### src/rtl/ccm_pkg.sv
// rtl/ccm_pkg.sv - shared widths, cfg addresses and reset bank for the colour-correction stage
package ccm_pkg;

    localparam int COEF_W = 12;
    localparam int FRAC   = 8;
    localparam int PROD_W = COEF_W + 9;
    localparam int SUM_W  = PROD_W + 2;

    localparam logic signed [COEF_W-1:0] COEF_ONE = COEF_W'(1) << FRAC;
    localparam logic signed [SUM_W-1:0]  ROUND    = SUM_W'(1) << (FRAC - 1);

    localparam logic [3:0] ADDR_C00    = 4'd0;
    localparam logic [3:0] ADDR_C01    = 4'd1;
    localparam logic [3:0] ADDR_C02    = 4'd2;
    localparam logic [3:0] ADDR_C10    = 4'd3;
    localparam logic [3:0] ADDR_C11    = 4'd4;
    localparam logic [3:0] ADDR_C12    = 4'd5;
    localparam logic [3:0] ADDR_C20    = 4'd6;
    localparam logic [3:0] ADDR_C21    = 4'd7;
    localparam logic [3:0] ADDR_C22    = 4'd8;
    localparam logic [3:0] ADDR_BYPASS = 4'd9;

    // Entry i holds coefficient C<row><col> with i = row*3 + col.
    typedef logic [8:0][COEF_W-1:0] bank_t;

    function automatic bank_t ident_bank();
        bank_t b;
        for (int i = 0; i < 9; i++) begin
            b[i] = (i % 4 == 0) ? COEF_ONE : '0;
        end
        return b;
    endfunction

    localparam bank_t IDENT_BANK = ident_bank();

endpackage

### src/rtl/ccm_channel.sv
// rtl/ccm_channel.sv - one output row: three products, rounded sum, clamp and bypass mux
module ccm_channel
    import ccm_pkg::*;
(
    input  logic                     clk,
    input  logic                     reset_n,
    input  logic [7:0]               pix_r,
    input  logic [7:0]               pix_g,
    input  logic [7:0]               pix_b,
    input  logic [7:0]               pix_self,
    input  logic signed [COEF_W-1:0] coef_r,
    input  logic signed [COEF_W-1:0] coef_g,
    input  logic signed [COEF_W-1:0] coef_b,
    input  logic                     bypass,
    output logic [7:0]               data
);

    logic signed [PROD_W-1:0] prod_r, prod_g, prod_b;
    logic [7:0]               pix_dly;
    logic signed [SUM_W-1:0]  sum;
    logic signed [SUM_W-1:0]  shifted;
    logic [7:0]               clamped;

    function automatic logic signed [PROD_W-1:0] mul(input logic [7:0] p,
                                                    input logic signed [COEF_W-1:0] c);
        logic signed [PROD_W-1:0] pe;
        logic signed [PROD_W-1:0] ce;
        pe = {{(PROD_W-8){1'b0}}, p};
        ce = {{(PROD_W-COEF_W){c[COEF_W-1]}}, c};
        return pe * ce;
    endfunction

    always_ff @(posedge clk or negedge reset_n) begin
        if (!reset_n) begin
            prod_r  <= '0;
            prod_g  <= '0;
            prod_b  <= '0;
            pix_dly <= '0;
        end else begin
            prod_r  <= mul(pix_r, coef_r);
            prod_g  <= mul(pix_g, coef_g);
            prod_b  <= mul(pix_b, coef_b);
            pix_dly <= pix_self;
        end
    end

    always_comb begin
        sum = {{2{prod_r[PROD_W-1]}}, prod_r}
            + {{2{prod_g[PROD_W-1]}}, prod_g}
            + {{2{prod_b[PROD_W-1]}}, prod_b}
            + ROUND;
        shifted = sum >>> FRAC;
        // Negative saturates to 0; any set bit above bit 7 saturates to 255.
        if (shifted[SUM_W-1]) begin
            clamped = 8'd0;
        end else if (|shifted[SUM_W-2:8]) begin
            clamped = 8'd255;
        end else begin
            clamped = shifted[7:0];
        end
    end

    always_ff @(posedge clk or negedge reset_n) begin
        if (!reset_n) begin
            data <= '0;
        end else begin
            data <= bypass ? pix_dly : clamped;
        end
    end

endmodule

### src/rtl/ccm_top.sv
// rtl/ccm_top.sv - 3x3 colour-correction stage with frame-synchronous coefficient banks
module ccm_top
    import ccm_pkg::*;
(
    input  logic              clk,
    input  logic              reset_n,
    input  logic              in_vsync,
    input  logic              in_hsync,
    input  logic              in_den,
    input  logic [7:0]        in_data_R,
    input  logic [7:0]        in_data_G,
    input  logic [7:0]        in_data_B,
    input  logic              cfg_we,
    input  logic [3:0]        cfg_addr,
    input  logic [COEF_W-1:0] cfg_wdata,
    output logic              cfg_pending,
    output logic              out_vsync,
    output logic              out_hsync,
    output logic              out_den,
    output logic [7:0]        out_data_R,
    output logic [7:0]        out_data_G,
    output logic [7:0]        out_data_B
);

    bank_t           stg_coef;
    bank_t           act_coef;
    logic            stg_bypass;
    logic            act_bypass;
    logic            vsync_prev;
    logic            commit;
    logic [7:0]      s1_r, s1_g, s1_b;
    logic [2:0][2:0] sync_sr;

    assign commit = in_vsync & ~vsync_prev;

    // Commit copies the pre-write staging content; a same-cycle write lands afterwards.
    always_ff @(posedge clk or negedge reset_n) begin
        if (!reset_n) begin
            stg_coef    <= IDENT_BANK;
            act_coef    <= IDENT_BANK;
            stg_bypass  <= 1'b0;
            act_bypass  <= 1'b0;
            cfg_pending <= 1'b0;
            vsync_prev  <= 1'b0;
        end else begin
            vsync_prev <= in_vsync;
            if (commit) begin
                act_coef    <= stg_coef;
                act_bypass  <= stg_bypass;
                cfg_pending <= 1'b0;
            end
            if (cfg_we && (cfg_addr <= ADDR_BYPASS)) begin
                cfg_pending <= 1'b1;
                if (cfg_addr == ADDR_BYPASS) begin
                    stg_bypass <= cfg_wdata[0];
                end else begin
                    for (int i = 0; i < 9; i++) begin
                        if (cfg_addr == 4'(i)) begin
                            stg_coef[i] <= cfg_wdata;
                        end
                    end
                end
            end
        end
    end

    always_ff @(posedge clk or negedge reset_n) begin
        if (!reset_n) begin
            s1_r    <= '0;
            s1_g    <= '0;
            s1_b    <= '0;
            sync_sr <= '0;
        end else begin
            s1_r    <= in_data_R;
            s1_g    <= in_data_G;
            s1_b    <= in_data_B;
            sync_sr <= {sync_sr[1:0], {in_vsync, in_hsync, in_den}};
        end
    end

    assign out_vsync = sync_sr[2][2];
    assign out_hsync = sync_sr[2][1];
    assign out_den   = sync_sr[2][0];

    ccm_channel u_row_r (
        .clk      (clk),
        .reset_n  (reset_n),
        .pix_r    (s1_r),
        .pix_g    (s1_g),
        .pix_b    (s1_b),
        .pix_self (s1_r),
        .coef_r   (act_coef[0]),
        .coef_g   (act_coef[1]),
        .coef_b   (act_coef[2]),
        .bypass   (act_bypass),
        .data     (out_data_R)
    );

    ccm_channel u_row_g (
        .clk      (clk),
        .reset_n  (reset_n),
        .pix_r    (s1_r),
        .pix_g    (s1_g),
        .pix_b    (s1_b),
        .pix_self (s1_g),
        .coef_r   (act_coef[3]),
        .coef_g   (act_coef[4]),
        .coef_b   (act_coef[5]),
        .bypass   (act_bypass),
        .data     (out_data_G)
    );

    ccm_channel u_row_b (
        .clk      (clk),
        .reset_n  (reset_n),
        .pix_r    (s1_r),
        .pix_g    (s1_g),
        .pix_b    (s1_b),
        .pix_self (s1_b),
        .coef_r   (act_coef[6]),
        .coef_g   (act_coef[7]),
        .coef_b   (act_coef[8]),
        .bypass   (act_bypass),
        .data     (out_data_B)
    );

endmodule

### config.mk
export PLATFORM = sky130hd
export DESIGN_NAME = ccm_top
export DESIGN_NICKNAME = d
export VERILOG_FILES = /design/src/rtl/ccm_pkg.sv /design/src/rtl/ccm_channel.sv /design/src/rtl/ccm_top.sv
export SDC_FILE = /design/constraint.sdc
export NUM_CORES = 2
export LEC_CHECK = 0
export BUFFER_PORTS_ARGS = -buffer_cell sky130_fd_sc_hd__buf_2
export CAP_MARGIN = 30
export CORE_AREA = 5 5 464 329
export CTS_BUF_LIST = sky130_fd_sc_hd__clkbuf_16
export DETAILED_ROUTE_END_ITERATION = 7
export DIE_AREA = 0 0 469 334
export HOLD_SLACK_MARGIN = 0.1
export MAX_ROUTING_LAYER = met4
export SYNTH_ARGS = -nofsm -noshare
export SYNTH_HDL_FRONTEND = slang
export SYNTH_SLANG_ARGS = --single-unit
export TNS_END_PERCENT = 1
### constraint.sdc
create_clock -name clk -period 4.96 [get_ports clk]
set_input_delay 0.496 -clock clk [delete_from_list [all_inputs] [get_ports clk]]
set_output_delay 0.496 -clock clk [all_outputs]
set_load 0.03 [all_outputs]
**Word-level counts from Yosys, hierarchy flattened**

Cells that the tools add are included.

- Register bits: 490
- Bits in latches: 0
- Bits in writable memories: 0
- Memory bits (read-only): 0
- Input port bits: 46
- Output and inout bits: 28
- Memories: 0

- Add/sub/neg operators: 9
- Multipliers: 9
- Divide/modulo/power cells: 0
- Order comparisons: 1
- Equality and inequality tests: 9
- Shift-type cells: 0
- Mux-type cells: 11
- Bitwise gates (word level): 3
- Reductions and logical operators: 16

Operator list:

| operator | count |
|---|---|
| $mul 9x12->21 | 9 |
| $mux 8 | 9 |
| $add 23x23->23 | 3 |
| $add 23x8->23 const B | 3 |
| $add 21x21->22 | 3 |
| $reduce_and 3->1 | 9 |
| $reduce_or 7->1 | 3 |
| $eq 4x3->1 const B | 4 |
| $eq 4x2->1 const B | 2 |
| $eq 4x4->1 const B | 2 |
| $eq 4x1->1 const B | 1 |
| $le 4x4->1 const B | 1 |
| $logic_not 4->1 | 1 |
| $mux 1 | 2 |
| $not 1->1 | 2 |
| $reduce_and 2->1 | 1 |
| $reduce_bool 2->1 | 1 |
| $and 1x1->1 | 1 |
| $logic_and 1x1->1 | 1 |

**Longest topological paths before layout**

- Depth after elaboration: 7
- Gate-level depth with buffers: 23

**Hierarchy**

Synthesis repeated with hierarchy kept, for this count alone.

- Cells, all modules: 5,332
- Area, all modules: 53,408.7 µm²

Modules (own cells, without submodules):

| module | times used | cells an instance | area each (µm²) | sequential area each (µm²) |
|---|---|---|---|---|
| ccm_channel at u_row_g | 1 | 1,618 | 14,851.7 | 1,976.9 |
| ccm_channel at u_row_r | 1 | 1,615 | 14,796.7 | 1,976.9 |
| ccm_channel at u_row_b | 1 | 1,588 | 14,715.4 | 1,976.9 |
| ccm_top | 1 | 511 | 9,044.9 | 6,313.6 |

**Worst setup path before layout**

No wires, ideal clock.

- Path kind: reg-to-reg
- Start: register s1_b[0]
- End: register u_row_b.prod_b[19]
- Library setup time: 0.122 ns
- Arrival time: 4.944 ns
- Required time: 4.838 ns
- Setup slack: -0.106 ns
- Cell stages (with the launch flop): 22
- Path buffers: 2
- Period minus slack after synthesis: 5.066 ns
- Cells stage by stage: dfrtp_1 > clkbuf_1 > clkbuf_1 > nand2_1 > fa_1 > fa_1 > inv_1 > ha_1 > inv_1 > fa_1 > inv_1 > ha_1 > a21o_1 > a21oi_1 > o21ai_0 > a21o_1 > a21oi_1 > o21ai_0 > o41ai_1 > o211ai_1 > a21o_1 > xor2_1

- Cells in the longest elaborated chain, start to end: 1

Ends and longest elaborated chain:

| element | line | text |
|---|---|---|
| start, declared | ccm_top.sv:31 | `logic [7:0] s1_r, s1_g, s1_b;` |
| start signal, assigned | ccm_top.sv:76 | `s1_b <= in_data_B;` |
| $mul 9x12->21 | ccm_channel.sv:30 | `return pe * ce;` |
| end signal, assigned | ccm_channel.sv:42 | `prod_b <= mul(pix_b, coef_b);` |
| end, declared | ccm_channel.sv:18 | `logic signed [PROD_W-1:0] prod_r, prod_g, prod_b;` |

No other way between the ends.
A chain may end at the register's enable or synchronous reset.

**Worst setup path after layout**

- Start: register s1_g[0]
- End: register u_row_g.prod_g[19]

- Cells in the longest elaborated chain, start to end: 1

Ends and longest elaborated chain:

| element | line | text |
|---|---|---|
| start, declared | ccm_top.sv:31 |  |
| start signal, assigned | ccm_top.sv:75 | `s1_g <= in_data_G;` |
| $mul 9x12->21 | ccm_channel.sv:30 |  |
| end signal, assigned | ccm_channel.sv:41 | `prod_g <= mul(pix_g, coef_g);` |
| end, declared | ccm_channel.sv:18 |  |

No other way between the ends.

==> summary.txt <==
Yosys
  • Cells after Synth: 5258
  • Count of flip-flops with a built-in enable after synthesis: 0
  • Total nets after synthesis: 6573
  • Part of the Yosys area used for sequential elements: 0.2322
  • Yosys warnings: 0
  • Post-synth top flop: sky130_fd_sc_hd__dfrtp_1
  • Area contributors post-synth: sky130_fd_sc_hd__fa_1, sky130_fd_sc_hd__dfrtp_1, sky130_fd_sc_hd__ha_1
  • Synth Cell Area: 52740 µm²
  • Mean cell area of the mapped netlist: 10.03 µm²
  • Post-synth top cells: sky130_fd_sc_hd__inv_1, sky130_fd_sc_hd__fa_1, sky130_fd_sc_hd__ha_1
  • Number of distinct standard cells referenced by the synthesized netlist: 76
  • Cell type with the highest aggregate area in the netlist: sky130_fd_sc_hd__fa_1
  • Ys async rst share: 1.000
  • Top cell type's share of synthesized area: 0.2676
  • Most used standard cell by instance count after synthesis: sky130_fd_sc_hd__inv_1
  • Number of synthesized register bits: 489

Timing
  • Final hold violation count: 0
  • Fin crit share: 0.9971
  • Worst Tran Pin Value: 0.9835 ns
  • Setup-failing EPs final: 0
  • Minimum clock period after layout: 4.946 ns
  • Achievable frequency: 202.2 MHz
  • Max-slew headroom: 0.3443
  • Number of max-slew violations in the final report: 0
  • RSZ-0062 raised after global routing: true
  • Setup TNS: 0 ns
  • Worst clock skew: 0.03775 ns

GRT
  • Met2 capacity usage during global routing: 0.2564
  • GRT Resource Usage Total: 0.1732
  • Peak-usage layer in the global routing report: met2
  • Global-route track usage on met3: 0.02741
  • Number of global-route vias before repair: 37573
  • Number of antenna violations at the first check in global routing: 18
  • Total overflow reported by the global router: 0
  • Largest net degree at the start of global routing: 131
  • Met1 Track Usage GR: 0.2517
  • Global-route wire length before repair: 210.0 mm

Worst setup path
  • Endpoint kind of the worst setup timing path: flip-flop
  • Kind of cell adding the most delay to the critical path: adder cells
  • Critical path launch point: s1_g[0]
  • Worst-case register-to-register setup slack: 0.01 ns
  • Number of buffer and inverter stages on the critical path: 7
  • Critical-path cell list: buf_12, clkbuf_16, buf_8, nand2_4, inv_4, fa_1, fa_1, inv_2, fa_1, inv_1, fa_1, ha_4, and3_4, a21oi_2, o21ai_2, o41ai_2, buf_4, o2111ai_2, a21oi_2, xnor2_1
  • Slowest cell delay on critical path: 0.58 ns
  • Critical path type: flip-flop to flip-flop
  • Worst Path Max Fanout: 5
  • WP data arrival: 5.52 ns
  • Required @ worst endpoint: 5.54 ns
  • Reg-to-reg critical path startpoint: s1_g[0]
  • Kind of start point of the critical path: flip-flop
  • Most common cell type on the critical path: sky130_fd_sc_hd__fa_1
  • CP max stage cell: sky130_fd_sc_hd__fa_1

Clock network
  • Clock latency of the later-clocked register in the worst-skew pair: 0.66 ns
  • Reg clk slew, reported paths: 0.07 ns
  • Inserted Clock Buffers: 55
  • Root buffer cell: sky130_fd_sc_hd__clkbuf_16
  • Sink Count: 489
  • TritonCTS clock tree: done
  • Maximum buffer depth of the clock tree: 3
  • H-Tree Depth: 2

Layout
  • Net count reported at finish: 6933
  • Share of post-route cells with drive strength above 1: 0.1688
  • Synth-to-Final Area Change: 16.54%
  • Layout Cells excl Fill: 7653

Die
  • Overall die width: 469 µm
  • Core box area: 147200 µm²
  • Die Area: 156600 µm²
  • Effective utilization at floorplan: 0.3583
  • Ports: 74
  • Die Y: 334 µm
  • Row Count: 118

Routing
  • Via-per-instance ratio: 4.765
  • Final wirelength: 132.8 mm
  • Final antenna-violating net count: 0
  • Number of optimization iterations in the first detailed-route pass: 5
  • Final routed DRC violation total: 0
  • Post-DR wirelength/cell: 17.35 µm
  • Total via count in the routed design: 36469
  • Detailed router's first-iteration violation count: 2102

Placed design
  • Final HPWL from detailed placement: 101.9 mm
  • Number of placed cells counting well taps: 7449
  • Total of buffers placed on input and output ports: 73
  • Global placement routability congestion: 0.8880

Hold path
  • Hold crit path type: primary input to flip-flop
  • Startpoint of the tightest hold check path: cfg_addr[2]

Run status
  • Outcome: completed

Flow run
  • MaxCap Viol Count: 0
==> sequential cells by signal, summed over array words and instances (netlist names), 21 cells and up <==
signal          cells
u_row_g.prod_r     21
u_row_r.prod_g     21
u_row_b.prod_r     21
stg_coef          108
u_row_g.prod_b     21
u_row_r.prod_r     21
u_row_b.prod_b     21
act_coef          108
u_row_r.prod_b     21
u_row_g.prod_g     21
u_row_b.prod_g     21
==> per-layer routing <==
metal | wire (µm) | part of all wire
met1 | 64750 | 0.49
met2 | 58220 | 0.44
met3 | 7252 | 0.055
met4 | 2530 | 0.019
met5 | 0 | 0
==> cell type report <==
class	instances	area (µm²)
well taps	1980	2477
clock buffers	56	1401
inverters	1065	4000
flip-flops and latches	489	12270
fillers	14251	85740
multi-input cells	3593	37230
diodes	9	22.52
clock inverters	47	456.7
repair buffers	414	3601
==> layout by cell type (no fill, tap or decap), types with 18 or more instances in the layout <==
| cell type | count |
|---|---|
| sky130_fd_sc_hd__o21ai_0 | 55 |
| sky130_fd_sc_hd__fa_1 | 687 |
| sky130_fd_sc_hd__and3_1 | 33 |
| sky130_fd_sc_hd__nor3_1 | 55 |
| sky130_fd_sc_hd__nor2_1 | 132 |
| sky130_fd_sc_hd__inv_1 | 1057 |
| sky130_fd_sc_hd__o21ai_1 | 26 |
| sky130_fd_sc_hd__buf_6 | 20 |
| sky130_fd_sc_hd__a21o_1 | 46 |
| sky130_fd_sc_hd__clkbuf_16 | 64 |
| sky130_fd_sc_hd__ha_1 | 540 |
| sky130_fd_sc_hd__a211oi_1 | 22 |
| sky130_fd_sc_hd__nand3_1 | 62 |
| sky130_fd_sc_hd__dfrtp_2 | 18 |
| sky130_fd_sc_hd__a21oi_1 | 100 |
| sky130_fd_sc_hd__xor2_1 | 39 |
| sky130_fd_sc_hd__nor2b_1 | 27 |
| sky130_fd_sc_hd__buf_4 | 253 |
| sky130_fd_sc_hd__mux2_2 | 222 |
| sky130_fd_sc_hd__buf_2 | 72 |
| sky130_fd_sc_hd__buf_12 | 27 |
| sky130_fd_sc_hd__dfrtp_1 | 465 |
| sky130_fd_sc_hd__fa_2 | 18 |
| sky130_fd_sc_hd__xnor2_1 | 177 |
| sky130_fd_sc_hd__or3_1 | 25 |
| sky130_fd_sc_hd__dlygate4sd3_1 | 28 |
| sky130_fd_sc_hd__a21oi_2 | 38 |
| sky130_fd_sc_hd__nand2_1 | 412 |
| sky130_fd_sc_hd__and2_1 | 553 |
==> through the flow <==
step / setup slack [ns] / util / hold WS, ns / cell area [µm²]
4_1_cts: -0.06037 / 0.4050 / 0.2490 / 59610
3_3_place_gp: -0.1370 / 0.3896 / 0.3335 / 57340
6_report: 0.01422 / 0.4175 / 0.3101 / 61460
5_1_grt: -0.1323 / 0.4175 / 0.2881 / 61450
3_5_place_dp: -0.1627 / 0.3898 / 0.3373 / 57380
2_1_floorplan: -0.09422 / - / 0.2004 / 52750
==> final timing paths <==
check	to	depth (start not counted)
worst max-delay path	u_row_g.prod_g[19]	20
worst min-delay path	stg_bypass	3
worst max register to register	u_row_g.prod_g[19]	20
worst min register to register	sync_sr[4]	0
max in group asynchronous	u_row_r.data[7]	3
min in group asynchronous	u_row_g.data[3]	2
==> worst reg2reg max path, cell delays in order (launching register included) <==
cell	delay [ns]
sky130_fd_sc_hd__dfrtp_2	0.49
sky130_fd_sc_hd__buf_12	0.17
sky130_fd_sc_hd__clkbuf_16	0.18
sky130_fd_sc_hd__buf_8	0.14
sky130_fd_sc_hd__nand2_4	0.07
sky130_fd_sc_hd__inv_4	0.04
sky130_fd_sc_hd__fa_1	0.53
sky130_fd_sc_hd__fa_1	0.58
sky130_fd_sc_hd__inv_2	0.04
sky130_fd_sc_hd__fa_1	0.48
sky130_fd_sc_hd__inv_1	0.05
sky130_fd_sc_hd__fa_1	0.55
sky130_fd_sc_hd__ha_4	0.23
sky130_fd_sc_hd__and3_4	0.17
sky130_fd_sc_hd__a21oi_2	0.11
sky130_fd_sc_hd__o21ai_2	0.09
sky130_fd_sc_hd__o41ai_2	0.30
sky130_fd_sc_hd__buf_4	0.18
sky130_fd_sc_hd__o2111ai_2	0.15
sky130_fd_sc_hd__a21oi_2	0.17
sky130_fd_sc_hd__xnor2_1	0.13
==> cell families after synthesis <==
group           after synthesis  synth area share
mux                         234           0.04970
flops                       489            0.2322
fa+ha+maj                  1269            0.4014
compound gates              482           0.06047
xor+xnor                    218           0.03620
buf+inv                    1176           0.08370
simple gates               1390            0.1363
==> repair_timing <==
action | in CTS | in global routing
resized for setup | 28 | 298
endpoints found under the setup margin | 42 | 75
setup buffers | 0 | 57
hold buffers | 28 | 0
cloned | 0 | 9
pin swaps | 4 | 180
endpoints found under the hold margin | 97 | 0
Power is left out: the tool's default activity adds up to more than one toggle a clock period on the data nets, which glitch-free logic cannot reach.
